--- src/rtl/coin_pkg.sv ---
// Shared definitions for the coin input conditioner: channel count,
// channel indices, output FSM states and a priority-select helper.
package coin_pkg;

   localparam int unsigned NUM_COIN = 3;

   localparam int unsigned COIN_1Y  = 0;
   localparam int unsigned COIN_5Y  = 1;
   localparam int unsigned COIN_10Y = 2;

   typedef enum logic [1:0] {
      ST_IDLE  = 2'd0,
      ST_PULSE = 2'd1,
      ST_GAP   = 2'd2
   } coin_state_e;

   // One-hot of the lowest set bit; all-zero when nothing is set.
   function automatic logic [NUM_COIN-1:0] lowest_onehot(input logic [NUM_COIN-1:0] v);
      logic [NUM_COIN-1:0] r;
      logic                found;
      r     = '0;
      found = 1'b0;
      for (int unsigned i = 0; i < NUM_COIN; i++) begin
         if (v[i] && !found) begin
            r[i]  = 1'b1;
            found = 1'b1;
         end
      end
      return r;
   endfunction

endpackage

--- src/rtl/coin_debounce_ch.sv ---
// One coin channel: 2-flop synchroniser, debounce counter, debounced
// level and a single-cycle pulse when the debounced level rises.
module coin_debounce_ch #(
   parameter int unsigned DEB_CYCLES = 50000,
   parameter int unsigned CNT_W      = 16
) (
   input  logic clk,
   input  logic reset,
   input  logic raw_i,
   output logic rise_o
);

   logic             s1_q, s2_q;
   logic             db_q, db_d;
   logic             rise_q, rise_d;
   logic [CNT_W-1:0] cnt_q, cnt_d;

   // Accept the synchronised level once it has disagreed with db for DEB_CYCLES cycles.
   always_comb begin
      cnt_d  = '0;
      db_d   = db_q;
      rise_d = 1'b0;
      if (s2_q != db_q) begin
         if (cnt_q == CNT_W'(DEB_CYCLES - 1)) begin
            db_d   = s2_q;
            rise_d = s2_q;
         end else begin
            cnt_d = cnt_q + 1'b1;
         end
      end
   end

   // Synchroniser, counter, debounced level and rise pulse registers.
   always_ff @(posedge clk) begin
      if (reset) begin
         s1_q   <= 1'b0;
         s2_q   <= 1'b0;
         cnt_q  <= '0;
         db_q   <= 1'b0;
         rise_q <= 1'b0;
      end else begin
         s1_q   <= raw_i;
         s2_q   <= s1_q;
         cnt_q  <= cnt_d;
         db_q   <= db_d;
         rise_q <= rise_d;
      end
   end

   assign rise_o = rise_q;

endmodule

--- src/rtl/coin_input_conditioner.sv ---
// Debounces the three coin switches and serialises accepted coins into
// one-hot pulses with a guaranteed gap, queueing one coin per channel.
module coin_input_conditioner
   import coin_pkg::*;
#(
   parameter int unsigned DEB_CYCLES   = 50000,
   parameter int unsigned PULSE_CYCLES = 4,
   parameter int unsigned GAP_CYCLES   = 4,
   parameter int unsigned CNT_W        = 16
) (
   input  logic                clk,
   input  logic                reset,
   input  logic [NUM_COIN-1:0] coin_raw,
   input  logic                clr_ovf,
   output logic [NUM_COIN-1:0] coin_out,
   output logic                busy,
   output logic [NUM_COIN-1:0] overflow
);

   logic [NUM_COIN-1:0] rise;
   logic [NUM_COIN-1:0] req;
   logic [NUM_COIN-1:0] sel;

   coin_state_e         state_q, state_d;
   logic [CNT_W-1:0]    pcnt_q, pcnt_d;
   logic [NUM_COIN-1:0] coin_q, coin_d;
   logic [NUM_COIN-1:0] pend_q, pend_d;
   logic [NUM_COIN-1:0] ovf_q, ovf_d;

   for (genvar g = 0; g < NUM_COIN; g++) begin : g_ch
      coin_debounce_ch #(
         .DEB_CYCLES (DEB_CYCLES),
         .CNT_W      (CNT_W)
      ) u_deb (
         .clk    (clk),
         .reset  (reset),
         .raw_i  (coin_raw[g]),
         .rise_o (rise[g])
      );
   end

   // Output FSM: priority select in IDLE, timed pulse, then timed gap.
   always_comb begin
      state_d = state_q;
      pcnt_d  = pcnt_q;
      coin_d  = coin_q;
      sel     = '0;
      req     = pend_q | rise;
      unique case (state_q)
         ST_IDLE: begin
            coin_d = '0;
            pcnt_d = '0;
            if (req != '0) begin
               sel     = lowest_onehot(req);
               coin_d  = sel;
               state_d = ST_PULSE;
            end
         end
         ST_PULSE: begin
            if (pcnt_q == CNT_W'(PULSE_CYCLES - 1)) begin
               coin_d  = '0;
               pcnt_d  = '0;
               state_d = ST_GAP;
            end else begin
               pcnt_d = pcnt_q + 1'b1;
            end
         end
         ST_GAP: begin
            // Leave one cycle early: the IDLE cycle that follows is the last
            // gap cycle, so back-to-back coins keep a PULSE+GAP period.
            coin_d = '0;
            if (pcnt_q == CNT_W'(GAP_CYCLES - 2)) begin
               pcnt_d  = '0;
               state_d = ST_IDLE;
            end else begin
               pcnt_d = pcnt_q + 1'b1;
            end
         end
         default: begin
            coin_d  = '0;
            pcnt_d  = '0;
            state_d = ST_IDLE;
         end
      endcase
   end

   // Queue and loss tracking: unserved rises pend; a rise onto an occupied
   // slot is dropped and flagged. A served slot with a fresh rise stays full.
   always_comb begin
      pend_d = ((pend_q | rise) & ~sel) | (pend_q & rise & sel);
      ovf_d  = (clr_ovf ? '0 : ovf_q) | (pend_q & rise & ~sel);
   end

   // State, counter, output and queue registers.
   always_ff @(posedge clk) begin
      if (reset) begin
         state_q <= ST_IDLE;
         pcnt_q  <= '0;
         coin_q  <= '0;
         pend_q  <= '0;
         ovf_q   <= '0;
      end else begin
         state_q <= state_d;
         pcnt_q  <= pcnt_d;
         coin_q  <= coin_d;
         pend_q  <= pend_d;
         ovf_q   <= ovf_d;
      end
   end

   assign coin_out = coin_q;
   assign busy     = (state_q != ST_IDLE);
   assign overflow = ovf_q;

endmodule

--- config.mk ---
export PLATFORM = sky130hd
export DESIGN_NAME = coin_input_conditioner
export DESIGN_NICKNAME = d
export VERILOG_FILES = /design/src/rtl/coin_pkg.sv /design/src/rtl/coin_debounce_ch.sv /design/src/rtl/coin_input_conditioner.sv
export SDC_FILE = /design/constraint.sdc
export NUM_CORES = 1
export LEC_CHECK = 0
export BUFFER_PORTS_ARGS = -buffer_cell sky130_fd_sc_hd__buf_2
export CORE_ASPECT_RATIO = 0.75
export CORE_MARGIN = 1
export CORE_UTILIZATION = 44
export DETAILED_ROUTE_END_ITERATION = 12
export PLACE_DENSITY = 0.71
export SYNTH_ARGS = -nofsm -noshare
export SYNTH_HDL_FRONTEND = slang
export SYNTH_HIERARCHICAL = 1
export SYNTH_SLANG_ARGS = --single-unit
--- constraint.sdc ---
create_clock -name clk -period 2.3 [get_ports clk]
set_input_delay 0.115 -clock clk [delete_from_list [all_inputs] [get_ports clk]]
set_output_delay 0.115 -clock clk [all_outputs]
set_load 0.01 [all_outputs]
# After elaboration in Yosys (flattened, before gate mapping)
# Cells that the tools add are included.
# Widths: inputs -> output; s select.
# totals
out_inout_bits	7
input_bits	6
register_bits	87
elab_cells	88
# classes
reduce_logical	17
add_sub_neg	4
bitwise	14
n_eq_ne	13
muxes	20
# ops
op	n
$add 16x1->16 const B	4
$eq 16x16->1 const B	3
$eq 16x2->1 const B	2
$mux 16	2
$pmux 16 s2	1
$reduce_or 3->1	6
$and 3x3->3	4
$mux 3	4
$or 3x3->3	3
$mux 1	8
$mux 2	3
$ne 2x2->1 const B	3
$not 1->1	6
$pmux 2 s3	1
$pmux 3 s2	1
$reduce_and 2->1	3
$ne 1x1->1	3
$not 3->3	1
$reduce_and 3->1	1
$reduce_bool 3->1	1
$eq 2x1->1 const B	1
$eq 2x2->1 const B	1
$logic_and 1x1->1	2
$logic_not 1->1	2
2 further kinds	2

# Depth between registers and ports, before layout
# Gate-level depths: netlist of the first run.
# depth
depth_word	17
mapped_depth	7
depth_no_buf	6

# By module
# Netlist of the first run, hierarchy kept.
# modules_own_cells
module	instances	area_each_um2	cells_per_inst	seq_area_each_um2
coin_debounce_ch	3	835.8	89	400.4
coin_input_conditioner	1	1252.5	144	540.5

# Worst setup path before layout of the first run
# OpenSTA, ideal clock, no wires.
# synth_path
kind	reg-to-reg
startpoint	register g_ch[0].u_deb.cnt_q[10]
endpoint	register g_ch[0].u_deb.cnt_q[13]
t_required_ps	2185
n_path_buf	1
t_arrival_ps	1655
path_stages_with_launch	6
synth_period_minus_slack_ps	1770
setup_ps	115
setup_slack_ps	530
path_cell_list	dfxtp_1 > or4b_1 > or4_4 > nand2_4 > buf_6 > nor2_1
# synth_via
elab_chain_len	2
elab_cells_between_ends	3
cone_classes	add/sub (1); eq/ne (1); reduce/logical (1)
# synth_rtl
element	line_no	source
start, declared	coin_debounce_ch.sv:16	logic [CNT_W-1:0] cnt_q, cnt_d;
start signal, assigned	coin_debounce_ch.sv:44	cnt_q <= cnt_d;
branches (longest 2 deep; another with $add 16x1->16)	-	
# Several ways; the timed one is not identified.
# A chain may end at the register's enable or synchronous reset.

# Final worst setup path of the first run
# layout_path
startpoint	register g_ch[0].u_deb.cnt_q[0]
endpoint	register g_ch[0].u_deb.cnt_q[2]
# Same word-level chain as after synthesis.

==> results of run 1 <==
## cells by family after synthesis
kind of cell / after synthesis / synth area share (%)
buffers and inverters: 25 / 3.23
and+or+nand+nor: 210 / 29.5
AOI/OAI and AO/OA: 17 / 3.16
DFF: 87 / 46.3
xor gates and xnor gates: 57 / 13.3
adders and majority gates: 9 / 2.93
muxes: 6 / 1.60
## per-stage QoR
stage	cells	cell area (sq um)	hold WS [ns]	utilization, %	worst slack, ns
3_5_place_dp	526	3930	0.333	48.6	0.468
3_3_place_gp	526	3930	0.323	48.6	0.511
4_1_cts	545	4250	0.146	52.6	0.426
6_report	545	4250	0.160	52.6	0.448
2_1_floorplan	411	3760	0.187	-	0.530
5_1_grt	545	4250	0.192	52.6	0.305
## synthesized netlist by cell type
| cell | count |
|---|---|
| or3_1 | 4 |
| ha_1 | 8 |
| and3_1 | 4 |
| nand4_1 | 12 |
| buf_4 | 1 |
| o21ai_2 | 1 |
| or4_4 | 4 |
| a21oi_1 | 7 |
| nor3b_1 | 2 |
| nor3_1 | 13 |
| a41oi_1 | 1 |
| maj3_1 | 1 |
| nand2_4 | 3 |
| nand2_1 | 16 |
| clkbuf_1 | 1 |
| nor4b_2 | 3 |
| nand3_1 | 22 |
| xnor2_1 | 52 |
| or3b_2 | 1 |
| nand2b_1 | 4 |
| a32oi_1 | 2 |
| nand4b_1 | 3 |
| buf_6 | 3 |
| mux2i_1 | 6 |
| nor2_1 | 87 |
| a41oi_2 | 1 |
| or4b_1 | 6 |
| o21ai_0 | 4 |
| clkbuf_2 | 1 |
| xor2_1 | 5 |
| nor2b_1 | 8 |
| a211oi_2 | 1 |
| inv_1 | 19 |
| nor4_1 | 18 |
| dfxtp_1 | 87 |
## flip-flops by register name (all words and copies together), names as in the netlist
name	count
g_ch.u_deb/rise_o	3
g_ch.u_deb/db_q	3
g_ch.u_deb/s2_q	3
state_q	2
pend_q	3
g_ch.u_deb/cnt_q	48
overflow	3
pcnt_q	16
g_ch.u_deb/s1_q	3
coin_out	3
## worst max-delay path by stage
stage,slack [ns],depth (start not counted),from,to
global route,0.30,5,g_ch[0].u_deb/cnt_q[0],g_ch[0].u_deb/db_q
detailed placement,0.47,5,g_ch[0].u_deb/cnt_q[0],g_ch[0].u_deb/cnt_q[2]
floorplan,0.53,5,g_ch[0].u_deb/cnt_q[10],g_ch[0].u_deb/cnt_q[13]
finish,0.45,5,g_ch[0].u_deb/cnt_q[0],g_ch[0].u_deb/cnt_q[2]
CTS,0.43,4,pcnt_q[7],coin_out[2]
global placement,0.51,4,g_ch[2].u_deb/cnt_q[10],g_ch[2].u_deb/cnt_q[10]
## timing repair
action	in CTS	in global routing
hold buffers	3	0
endpoints found under the hold margin	3	0
resized for setup	0	0
## layout make-up
type / instances / area, sq um
clock inverter: 4 / 45.0
fill: 746 / 3840
tap: 105 / 131
timing repair buffer: 19 / 120
sequential: 87 / 1740
clock buffer: 12 / 246
inverter: 19 / 71.3
multi-input combinational: 299 / 1900
## routing by layer
layer | up-vias | track usage (%)
met5 | - | 0
met4 | 0 | 6.62
met3 | 9 | 5.48
met2 | 52 | 26.2
met1 | 1251 | 22.4
li1 | 1459 | -
## power by group
group / leakage, nW / switching, mW / internal [mW]
registers: 0.702 / 0.00597 / 1.52
logic: 0.465 / 0.0444 / 0.0311
clock network: 0.146 / 0.547 / 0.865
total: 1.31 / 0.597 / 2.41
## tightest hold or removal path: stages
cell and delay [ns]:
buf_2 0.08, inv_1 0.07, a21oi_1 0.14, nor2_1 0.05
==> summary.txt, run 1 <==
register bit total from synthesis -> 87
leak pwr -> 1.31 nW
status -> completed
Rows -> 28
WS Path Type -> flip-flop to flip-flop
synth unique cells -> 35
most frequent cells in the layout -> nor2_1 (87), dfxtp_1 (87), xnor2_1 (52), nand3_1 (22), inv_1 (19)
CORE AREA -> 8090 sq um
# Max-Cap Violations -> 0
Vert. Die Dim -> 82.1 um
antenna violations before repair -> 0
reg2reg start -> g_ch[0].u_deb/cnt_q[0]
CP max-delay cell -> or4_4
Req. time, crit path -> 2.52 ns
Pwr Total -> 3.01 mW
largest net degree at the start of global routing -> 23
RSZ-0062 raised after global routing -> no
vias in the first global route -> 2626
Slowest Stage Delay on Critical Path -> 0.65 ns
Critical Path End Type -> flip-flop
H-tree depth -> 3
Fin. Hold Viols -> 0
postcts setup bufs -> 0
met2 wire length -> 2.61 mm
HPWL after DPL -> 4.54 mm
Final nets -> 449
clk_skew -> 0.00551 ns
Max Transition Viols Final -> 0
pwr/cell area -> 708 nW/um^2
CP top delay family -> simple AND/OR/NAND/NOR gates
Mapped Nets -> 425
WL per Instance -> 11.9 um
vias post-DR -> 2771
Yosys top cell area share -> 46.3%
min-delay worst type -> primary input to flip-flop
setup TNS -> 0 ns
Yosys warning count -> 6
met3 wire length -> 227 um
hold path depth -> 4
mapped cell area -> 3760 sq um
hold path start -> clr_ovf
IO Count -> 13
total gr overflow -> 0
clk buf depth -> 2
CTS sink cnt -> 87
cells after synthesis -> 411
DRT iter0 DRCs -> 161
Total GRT Usage -> 17.1%
Top Layer Used -> met4
Min-Delay Endpoint -> overflow[0]
Worst setup SP type -> flip-flop
worst path bufs/invs -> 0
fin crit period -> 1.85 ns
layout cell share with drive strength beyond 1 -> 10.0%
crit path cell chain -> ha_1, nand3_1, or4_4, nand2_4, nor2_1
TritonCTS Buffers -> 9
Placer Congestion -> 0.864
Worst-Skew Late Latency -> 0.33 ns
final period utilization -> 80.5%
Fmax -> 540 MHz
Max VDD drop -> 0.491 mV
first-pass GRT wire length -> 11.8 mm
initial core utilization -> 46.5%
WL met1 -> 3.57 mm
setup violators final -> 0
TritonCTS clock tree -> done
PortBufs -> 12
Final Routed Wirelength -> 6.46 mm
Worst EP arrival -> 2.07 ns
DIE WIDTH -> 109 um
R2R cell count -> 5
Reg2Reg Setup Slack -> 0.45 ns
area leader, netlist -> dfxtp_1
vias per cell -> 5.08
largest cells by area after synthesis -> dfxtp_1 (46%), xnor2_1 (12%), nor2_1 (8.7%), nor4_1 (3.0%), nand3_1 (2.9%)
Least-Margin Pin Slew -> 0.521 ns
Worst slew margin -> 64.9%
Seq/Total Area, Yosys -> 46.3%
synthesized area per cell -> 9.15 sq um
DRC -> 0
RR Endpoint -> g_ch[0].u_deb/cnt_q[2]
area grow syn2layout -> 13.1%
DRT antenna net count -> 0
Root Driver -> clkbuf_16
final antenna diode count -> 0
Reg clk slew, reported paths -> 0.06 ns
TritonRoute pass-1 iters -> 4
die area -> 8920 sq um
worst-path maximum fanout -> 15
Note: power is estimated with default switching activity, not from simulation.
==> inputs of run 2 (changes only) <==
clock period = 1.8 ns   (was 2.3 ns; I/O delays follow)
==> run 2 against run 1 <==
Net effect: final area is 6.1% higher; worst setup slack got worse by 0.43 ns; total power increased by 30%; utilization is 3.2 points higher; clock power rose by 32%; combinational power up 39%; sequential share of layout area decreased by 2.1 points; via count increased by 4.8%; count of clock-buffer cells in the layout fell by 3.
==> summary.txt, run 2 (synthesis results as in run 1) <==
Placed Cells -> 550 (+4.6%)
fin crit period -> 1.78 ns (-0.0666 ns)
vias in the first global route -> 2729 (+3.9%)
WL per Instance -> 12.2 um (+3.1%)
CP max-delay cell -> or4_4
Vert. Die Dim -> 82.1 um (unchanged)
TritonRoute pass-1 iters -> 5 (+1)
first-pass GRT wire length -> 12.1 mm (+2.3%)
crit path cell chain -> or4b_1, or4_4, nand2_4, nor2_1
Worst EP arrival -> 2.01 ns (-0.06 ns)
Least-Margin Pin Slew -> 0.517 ns (-0.00407 ns)
commonest non-fill, non-tap cell in the layout -> nor2_1
Max Transition Viols Final -> 0 (unchanged)
hold path depth -> 4 (unchanged)
Fmax -> 560 MHz (+3.7%)
vias post-DR -> 2904 (+4.8%)
WS Path Type -> flip-flop to flip-flop
setup violators final -> 0 (unchanged)
Worst-Skew Late Latency -> 0.34 ns (about the same)
Reg2Reg Setup Slack -> 0.02 ns (-0.43 ns)
CORE AREA -> 8090 sq um (unchanged)
clk buf depth -> 2 (unchanged)
area grow syn2layout -> 20.0%
Critical Path End Type -> flip-flop
largest net degree at the start of global routing -> 30 (+30%)
status -> completed
Min-Delay Endpoint -> overflow[0]
final period utilization -> 99.2% (+19 points)
Placement Setup Slack -> -0.00125 ns (-0.469 ns)
DRC -> 0 (unchanged)
most frequent cells in the layout -> nor2_1 (87), dfxtp_1 (80), xnor2_1 (52), buf_4 (28), nand3_1 (22)
Req. time, crit path -> 2.03 ns (-0.49 ns)
R2R cell count -> 4 (-1)
worst-path maximum fanout -> 15 (unchanged)
post-route setup slack -> 0.0150 ns (-0.433 ns)
HPWL after DPL -> 4.85 mm (+6.7%)
vias per cell -> 5.09 (+0.20%)
Total GRT Usage -> 17.8% (+0.67 points)
Final nets -> 474 (+5.6%)
Worst slew margin -> 65.5% (+0.59 points)
layout cell share with drive strength beyond 1 -> 17.4% (+7.4 points)
hold path start -> clr_ovf
Reg clk slew, reported paths -> 0.07 ns (about the same)
Fin. Hold Viols -> 0 (unchanged)
Worst setup SP type -> flip-flop
CTS sink cnt -> 87 (unchanged)
# Max-Cap Violations -> 0 (unchanged)
fin util -> 55.8% (+3.2 points)
pwr/cell area -> 867 nW/um^2 (+22%)
min-delay worst type -> primary input to flip-flop
RSZ-0062 raised after global routing -> yes
H-tree depth -> 3 (unchanged)
IO Count -> 13 (unchanged)
initial core utilization -> 46.5% (unchanged)
Slowest Stage Delay on Critical Path -> 0.57 ns (-0.08 ns)
Placer Congestion -> 0.830 (-3.9%)
DRT iter0 DRCs -> 125 (-22%)
PortBufs -> 12 (unchanged)
max reg flops -> 48 (unchanged)
fin cells -> 570 (+4.6%)
DRT antenna net count -> 0 (unchanged)
Root Driver -> clkbuf_16
final antenna diode count -> 0 (unchanged)
register with the most flip-flops -> g_ch.u_deb/cnt_q
antenna violations before repair -> 0 (unchanged)
TritonCTS Buffers -> 9 (unchanged)
reg2reg start -> g_ch[2].u_deb/cnt_q[7]
Max VDD drop -> 0.817 mV (+66%)
biggest registers after layout -> g_ch.u_deb/cnt_q x48, pcnt_q x16
total gr overflow -> 0 (unchanged)
TritonCTS clock tree -> done
Rows -> 28 (unchanged)
die area -> 8920 sq um (unchanged)
setup TNS -> 0 ns (unchanged)
clk_skew -> 0.00728 ns (+0.00177 ns)
Final Routed Wirelength -> 6.97 mm (+7.8%)
RR Endpoint -> g_ch[2].u_deb/cnt_q[7]
leak pwr -> 1.46 nW (+11%)
DIE WIDTH -> 109 um (unchanged)
[run 2: worst max-delay path, delay by kind of cell, from the launching register on]
kind          cells  cell delay [ns]
flops             1             0.34
simple gates      4             1.33
[run 2: power by group]
part / total [mW] / switching (mW) / internal (mW)
Clock: 1.86 / 0.778 / 1.09
Sequential: 1.94 / 0.00701 / 1.93
Combinational: 0.105 / 0.0587 / 0.0464
[run 2: how the worst max path moves through the flow]
stage / slack [ns] / depth (start not counted) / endpoint / startpoint
after floorplan: 0.03 / 5 / g_ch[0].u_deb/cnt_q[13] / g_ch[0].u_deb/cnt_q[10]
after global placement: 0.04 / 4 / g_ch[0].u_deb/cnt_q[6] / g_ch[0].u_deb/cnt_q[7]
after detailed placement: -0.001 / 4 / g_ch[0].u_deb/cnt_q[13] / g_ch[0].u_deb/cnt_q[7]
after CTS: 0.005 / 4 / g_ch[2].u_deb/cnt_q[6] / g_ch[2].u_deb/cnt_q[7]
after global routing: -0.03 / 4 / g_ch[2].u_deb/cnt_q[11] / g_ch[2].u_deb/cnt_q[7]
final: 0.02 / 4 / g_ch[2].u_deb/cnt_q[7] / g_ch[2].u_deb/cnt_q[7]
[run 2: repair_timing]
action,4_1_cts,5_1_grt
pin swaps,0,3
hold buffers,3,0
setup buffers,0,1
gates cloned,0,0
setup endpoints to repair,2,52
gates resized for setup,2,12
hold endpoints to repair,3,0
[run 2: layer usage]
| metal | global-route usage, % | part of all wire [%] | up-vias |
|---|---|---|---|
| met2 | 28.4 | 44 | 52 |
| met5 | 0 | 0 | - |
| met3 | 6.67 | 4.7 | 4 |
| met4 | 6.08 | 0.89 | 0 |
| li1 | - | - | 1503 |
| met1 | 22.1 | 50 | 1345 |
[run 2: layout make-up]
| type | count | area [sq um] |
|---|---|---|
| fillers | 709 | 3580 |
| multi-input cells | 299 | 1930 |
| flip-flops and latches | 87 | 1750 |
| repair buffers | 44 | 320 |
| clock buffers | 9 | 225 |
| well taps | 105 | 131 |
| clock inverters | 7 | 78.8 |
| inverters | 19 | 71.3 |
[run 2: metrics by stage]
step | hold slack (ns) | total power, mW | instance area, sq um
after floorplan | 0.162 | 2.05 | 3760
after global placement | 0.303 | 2.08 | 4120
after detailed placement | 0.310 | 2.08 | 4120
after CTS | 0.112 | 3.97 | 4480
after global routing | 0.128 | 4.06 | 4510
final | 0.126 | 3.91 | 4510
